File: src/rtl/reg_status_file.sv
// Architectural register file with per-register rename status (busy bit + ROB tag).
// Optional macro COMMIT_BYPASS_EN forwards a same-cycle matching commit to the read ports.
module reg_status_file #(
  parameter int REG_NUM     = 32,
  parameter int ENTRY_WIDTH = 5,
  parameter int XLEN        = 32
) (
  input  logic                   clk_in,
  input  logic                   rst_in,
  input  logic                   rdy_in,
  input  logic                   roll_back,
  input  logic                   rename_en,
  input  logic [4:0]             rename_rd,
  input  logic [ENTRY_WIDTH-1:0] rename_entry,
  input  logic [4:0]             rs1_idx,
  input  logic [4:0]             rs2_idx,
  output logic [XLEN-1:0]        rs1_val,
  output logic                   rs1_busy,
  output logic [ENTRY_WIDTH-1:0] rs1_tag,
  output logic [XLEN-1:0]        rs2_val,
  output logic                   rs2_busy,
  output logic [ENTRY_WIDTH-1:0] rs2_tag,
  input  logic                   rob_commit,
  input  logic                   rob_rd_valid,
  input  logic [4:0]             rob_rd_commit,
  input  logic [ENTRY_WIDTH-1:0] rob_entry_commit,
  input  logic [XLEN-1:0]        rob_result_commit
);

  logic [XLEN-1:0]        r_value [REG_NUM];
  logic                   r_busy  [REG_NUM];
  logic [ENTRY_WIDTH-1:0] r_tag   [REG_NUM];

  logic w_commit_wr;
  logic w_rename_wr;

  assign w_commit_wr = rob_commit && rob_rd_valid && (rob_rd_commit != 5'd0);
  assign w_rename_wr = rename_en && (rename_rd != 5'd0);

  // Later assignments override earlier ones: rollback beats rename, rename beats a commit's busy clear.
  always_ff @(posedge clk_in) begin
    if (rst_in) begin
      for (int i = 0; i < REG_NUM; i++) begin
        r_value[i] <= '0;
        r_busy[i]  <= 1'b0;
        r_tag[i]   <= '0;
      end
    end else if (rdy_in) begin
      if (w_commit_wr) begin
        r_value[rob_rd_commit] <= rob_result_commit;
        if (r_busy[rob_rd_commit] && (r_tag[rob_rd_commit] == rob_entry_commit))
          r_busy[rob_rd_commit] <= 1'b0;
      end
      if (roll_back) begin
        for (int i = 0; i < REG_NUM; i++)
          r_busy[i] <= 1'b0;
      end else if (w_rename_wr) begin
        r_busy[rename_rd] <= 1'b1;
        r_tag[rename_rd]  <= rename_entry;
      end
    end
  end

`ifdef COMMIT_BYPASS_EN
  logic w_bypass1;
  logic w_bypass2;

  assign w_bypass1 = w_commit_wr && !roll_back && (rob_rd_commit == rs1_idx) &&
                     r_busy[rs1_idx] && (r_tag[rs1_idx] == rob_entry_commit);
  assign w_bypass2 = w_commit_wr && !roll_back && (rob_rd_commit == rs2_idx) &&
                     r_busy[rs2_idx] && (r_tag[rs2_idx] == rob_entry_commit);
`endif

  always_comb begin
    rs1_val  = '0;
    rs1_busy = 1'b0;
    rs1_tag  = '0;
    if (rs1_idx != 5'd0) begin
      rs1_val  = r_value[rs1_idx];
      rs1_busy = r_busy[rs1_idx];
      rs1_tag  = r_tag[rs1_idx];
`ifdef COMMIT_BYPASS_EN
      if (w_bypass1) begin
        rs1_val  = rob_result_commit;
        rs1_busy = 1'b0;
      end
`endif
    end
  end

  always_comb begin
    rs2_val  = '0;
    rs2_busy = 1'b0;
    rs2_tag  = '0;
    if (rs2_idx != 5'd0) begin
      rs2_val  = r_value[rs2_idx];
      rs2_busy = r_busy[rs2_idx];
      rs2_tag  = r_tag[rs2_idx];
`ifdef COMMIT_BYPASS_EN
      if (w_bypass2) begin
        rs2_val  = rob_result_commit;
        rs2_busy = 1'b0;
      end
`endif
    end
  end

endmodule

File: config.mk
export PLATFORM = sky130hd
export DESIGN_NAME = reg_status_file
export DESIGN_NICKNAME = d
export VERILOG_FILES = /design/src/rtl/reg_status_file.sv
export SDC_FILE = /design/constraint.sdc
export NUM_CORES = 2
export LEC_CHECK = 0
export ABC_AREA = 1
export BUFFER_PORTS_ARGS = -buffer_cell sky130_fd_sc_hd__buf_2
export CAP_MARGIN = 10
export CORE_MARGIN = 2
export CORE_UTILIZATION = 25
export CTS_BUF_LIST = sky130_fd_sc_hd__clkbuf_4 sky130_fd_sc_hd__clkbuf_8
export DETAILED_ROUTE_END_ITERATION = 10
export SLEW_MARGIN = 5
export SYNTH_ARGS = -nofsm -noshare
export SYNTH_HDL_FRONTEND = slang
export SYNTH_SLANG_ARGS = --single-unit
File: constraint.sdc
create_clock -name clk_in -period 3.6 [get_ports clk_in]
set_clock_uncertainty 0.1 [all_clocks]
set_input_delay 0.36 -clock clk_in [delete_from_list [all_inputs] [get_ports clk_in]]
set_output_delay 0.36 -clock clk_in [all_outputs]
set_load 0.05 [all_outputs]
==> implementation parameters <==
Parameter                              Value

Timing
  Unrepaired setup endpoints after global routing ... no
  Total Negative Setup Slacks ... 0 ns
  Final Cycle Share ... 98.3%
  Final slew viol count ... 0
  Final period demand of the worst path ... approximately 3.5 ns
  Setup violators final ... 0
  Maximum clock frequency ... around 0.28 GHz
  Worst setup margin ... 0.0595 ns
  Slew headroom ... 15.4%
  Final Hold Fails ... 0
  Worst Max-Slew Pin Slew ... approximately 1.3 ns

Clock network
  Count of cells resized by post-cts repair ... 0
  CTS tree ... built
  Clock buffer count from CTS ... 201
  TritonCTS Sinks ... 1216
  Count of hold buffers inserted by post-cts repair ... 17
  CTS max path bufs ... 4
  H-tree levels ... 4
  Postcts setup bufs ... 0
  Register clock-pin slew on the reported worst setup and hold paths ... 0.08 ns
  Clock root buffer master ... clkbuf_8
  Clk_lat worst skew ... around 1 ns

Final layout
  Synth-to-layout area growth ... 16.7%
  Final net count ... 7765
  Fraction of layout instances using a drive strength above 1 ... 10.9%
  Count of fill cells added during filler insertion ... 27.3k

Critical path
  Family of cells with the greatest summed delay on the critical path ... buffers and inverters
  Number of stages on the worst setup path ... 11
  Setup slack of the worst register-to-register path ... 0.87 ns
  Reg-to-Reg End ... r_busy[3]
  RR Startpoint ... r_tag[3][3]
  CP Capture Point ... rs2_val[15]
  Critical path start-end classification ... input pin to primary output
  Buf+Inv Stages, Crit Path ... 7
  Slowest Stage Delay on Critical Path ... 0.81 ns
  Data arrival time of the worst path ... approximately 3 ns
  Crit path from ... rs2_idx[0]
  Most common cell type on the critical path ... buf_12
  CP required ... 3.14 ns
  Worst Setup End Kind ... primary output
  Max stage delay cell, worst path ... o21ai_0
  Worst Setup Start Kind ... input pin
  Length in cells of the worst reg-to-reg path ... 16
  Max Fanout on Critical Path ... 34
  Series of cell instances along the critical path ... buf_8, inv_8, buf_12, buf_12, buf_4, o21ai_0, o22ai_1, o21ai_0, a31oi_1, buf_4, buf_12

Detailed routing
  TritonRoute pass-1 iters ... 7
  Routed wirelength normalized by instance count ... 26.3 µm
  Total number of vias ... ~66k
  Routed vias/inst ... 5.78
  Initial DRC count ... about 12k
  Post-detailed-route DRC marker count ... 0
  Total wire length after detailed routing ... 299000 µm
  ANT nets after route ... 0

GRT
  GR Util All Layers ... a little over a fifth
  Number of antenna violations at the first check in global routing ... 7
  GR Util met2 ... 31.9%
  GRT Max-Usage Layer ... met2
  Routing usage on met3 ... 5.66%
  Number of global-route vias before repair ... roughly 62k
  Met1 track demand over resource ... about 28%
  Largest net degree at the start of global routing ... between 100 and 150
  Wire length of the first global-routing pass ... approximately 430000 µm
  Final global-route overflow total ... 0

Yosys
  Synthesized netlist cell count ... 7774
  Number of synthesis warnings ... 0
  Average cell area after synthesis ... 8.50 µm²
  Sequential area share after synthesis ... 54.8%
  Synthesis-stage register bit count ... 1216
  Post-Synthesis Cell Area ... between 0.06 and 0.07 mm²
  Library cells used by synthesis ... 30

Status
  Outcome ... finished clean

Floorplan
  Core region area ... 0.263 mm²
  Floorplan row count ... 188
  Starting utilization of the core area ... 25.2%
  Boundary Pins ... 145
  X dimension of the die ... 518 µm
  Vertical die dimension ... 518 µm
  Total Die Area ... 0.268 mm²

Job
  Maximum Capacitance Violations ... 0

Power and ir drop
  Worst supply voltage drop on vdd ... ~300 µV
  Standby leakage power ... 27.5 nW
  Areal power density over the cells ... 457 mW/mm²

Placement
  Final GP Congestion ... just under 1
  Buffers added on ports ... about 140
  Detailed placer's ending HPWL ... ~180000 µm
  Setup slack at placement ... 0.236 ns

Hold path
  Path category of the worst min-delay check ... input pin to register
-- registers in the layout, summed over array words and instances (netlist names) --
signal / cells
r_tag: 160
r_busy: 32
r_value: 1024
-- synth_stat cells (all sizes together) --
master   instances  area, µm²
nor2          2394       9010
clkbuf         665       2500
edfxtp        1184      35600
o211ai          37        278
a2bb2oi          1       8.76
nand3b           1       7.51
buf            120        579
a21oi          225       1130
conb             1       3.75
o21ai         1279       6400
a32o            22        220
nand2          746       2800
dfxtp           32        641
inv            138        518
o22ai          104        651
nand4           39        244
clkinv           2       7.51
nand3          288       1440
a31oi           80        500
nor3            12       60.1
o221ai         400       3500
a211oi           4       30.0
-- layout make-up --
type / instances / area [µm²] / area share, %
tap: 3515 / 4400 / 5.70
antenna: 2 / 5.00 / 0.00649
timing repair buffer: 468 / 5390 / 6.99
clock buffer: 265 / 3280 / 4.25
clock inverter: 87 / 718 / 0.931
inverter: 140 / 576 / 0.746
sequential: 1216 / 36200 / 46.9
multi-input combinational: 5669 / 26600 / 34.5
-- through the flow --
step	cells	utilization, %	power [mW]	hold slack [ns]	instance area (µm²)
4_1_cts	11400	29.3	35.0	0.000814	77000
3_3_place_gp	11000	27.7	22.2	0.371	72800
2_1_floorplan	7810	-	19.8	0.343	66200
5_1_grt	11400	29.4	36.2	0.0171	77100
6_report	11400	29.4	35.2	0.0135	77100
3_5_place_dp	11000	27.7	22.3	0.387	72800
-- metal layers --
metal	up-vias	wire length, µm	part of all wire, %
li1	27200	-	-
met1	31400	110000	37
met2	5810	129000	43
met3	1164	42300	14
met4	8	18200	6.1
met5	-	52	0.017
-- layout by cell type (no fill, tap or decap), types with 63 or more instances in the layout --
| master | count |
|---|---|
| a31oi_1 | 80 |
| o21ai_0 | 1276 |
| edfxtp_1 | 1184 |
| nand2_2 | 63 |
| clkbuf_8 | 206 |
| o22ai_1 | 104 |
| buf_2 | 81 |
| inv_1 | 123 |
| a21oi_1 | 225 |
| nand3_1 | 286 |
| o221ai_1 | 400 |
| nand2_1 | 683 |
| buf_12 | 153 |
| nor2_1 | 2388 |
| buf_4 | 205 |
-- worst min-delay path, stage by stage --
cell,delay (ns)
buf_2,0.15
inv_1,0.22
nor2_1,0.15
-- logic make-up (layout without fill, tap and decap cells) --
family	Yosys count	after routing	share of synthesized area [%]
other	1	39	0.00567
AOI/OAI and AO/OA	2152	2152	19.2
and+or+nand+nor	3480	3480	20.5
buffers and inverters	925	960	5.45
DFF	1216	1216	54.8
-- worst min path at each step --
| stage | end | slack [ns] | start | cells past startpoint |
|---|---|---|---|---|
| after detailed placement | r_busy[0] | 0.39 | r_busy[0] | 2 |
| after CTS | r_busy[8] | 0.0008 | rob_rd_commit[0] | 7 |
| after global placement | r_busy[0] | 0.37 | r_busy[0] | 2 |
| final | r_value[25][0] | 0.01 | rob_result_commit[0] | 3 |
| after floorplan | r_busy[0] | 0.34 | r_busy[0] | 2 |
| after global routing | r_value[31][30] | 0.02 | rob_result_commit[30] | 4 |
-- report_power, final --
| part | total (mW) | leakage (nW) | switching [mW] | internal [mW] |
|---|---|---|---|---|
| Sequential | 16.7 | 11.5 | 0.436 | 16.2 |
| Combinational | 5.62 | 13.9 | 4.01 | 1.62 |
| Clock | 13.0 | 2.12 | 6.18 | 6.77 |
| Total | 35.2 | 27.5 | 10.6 | 24.6 |
Note: power is estimated with default switching activity, not from simulation.
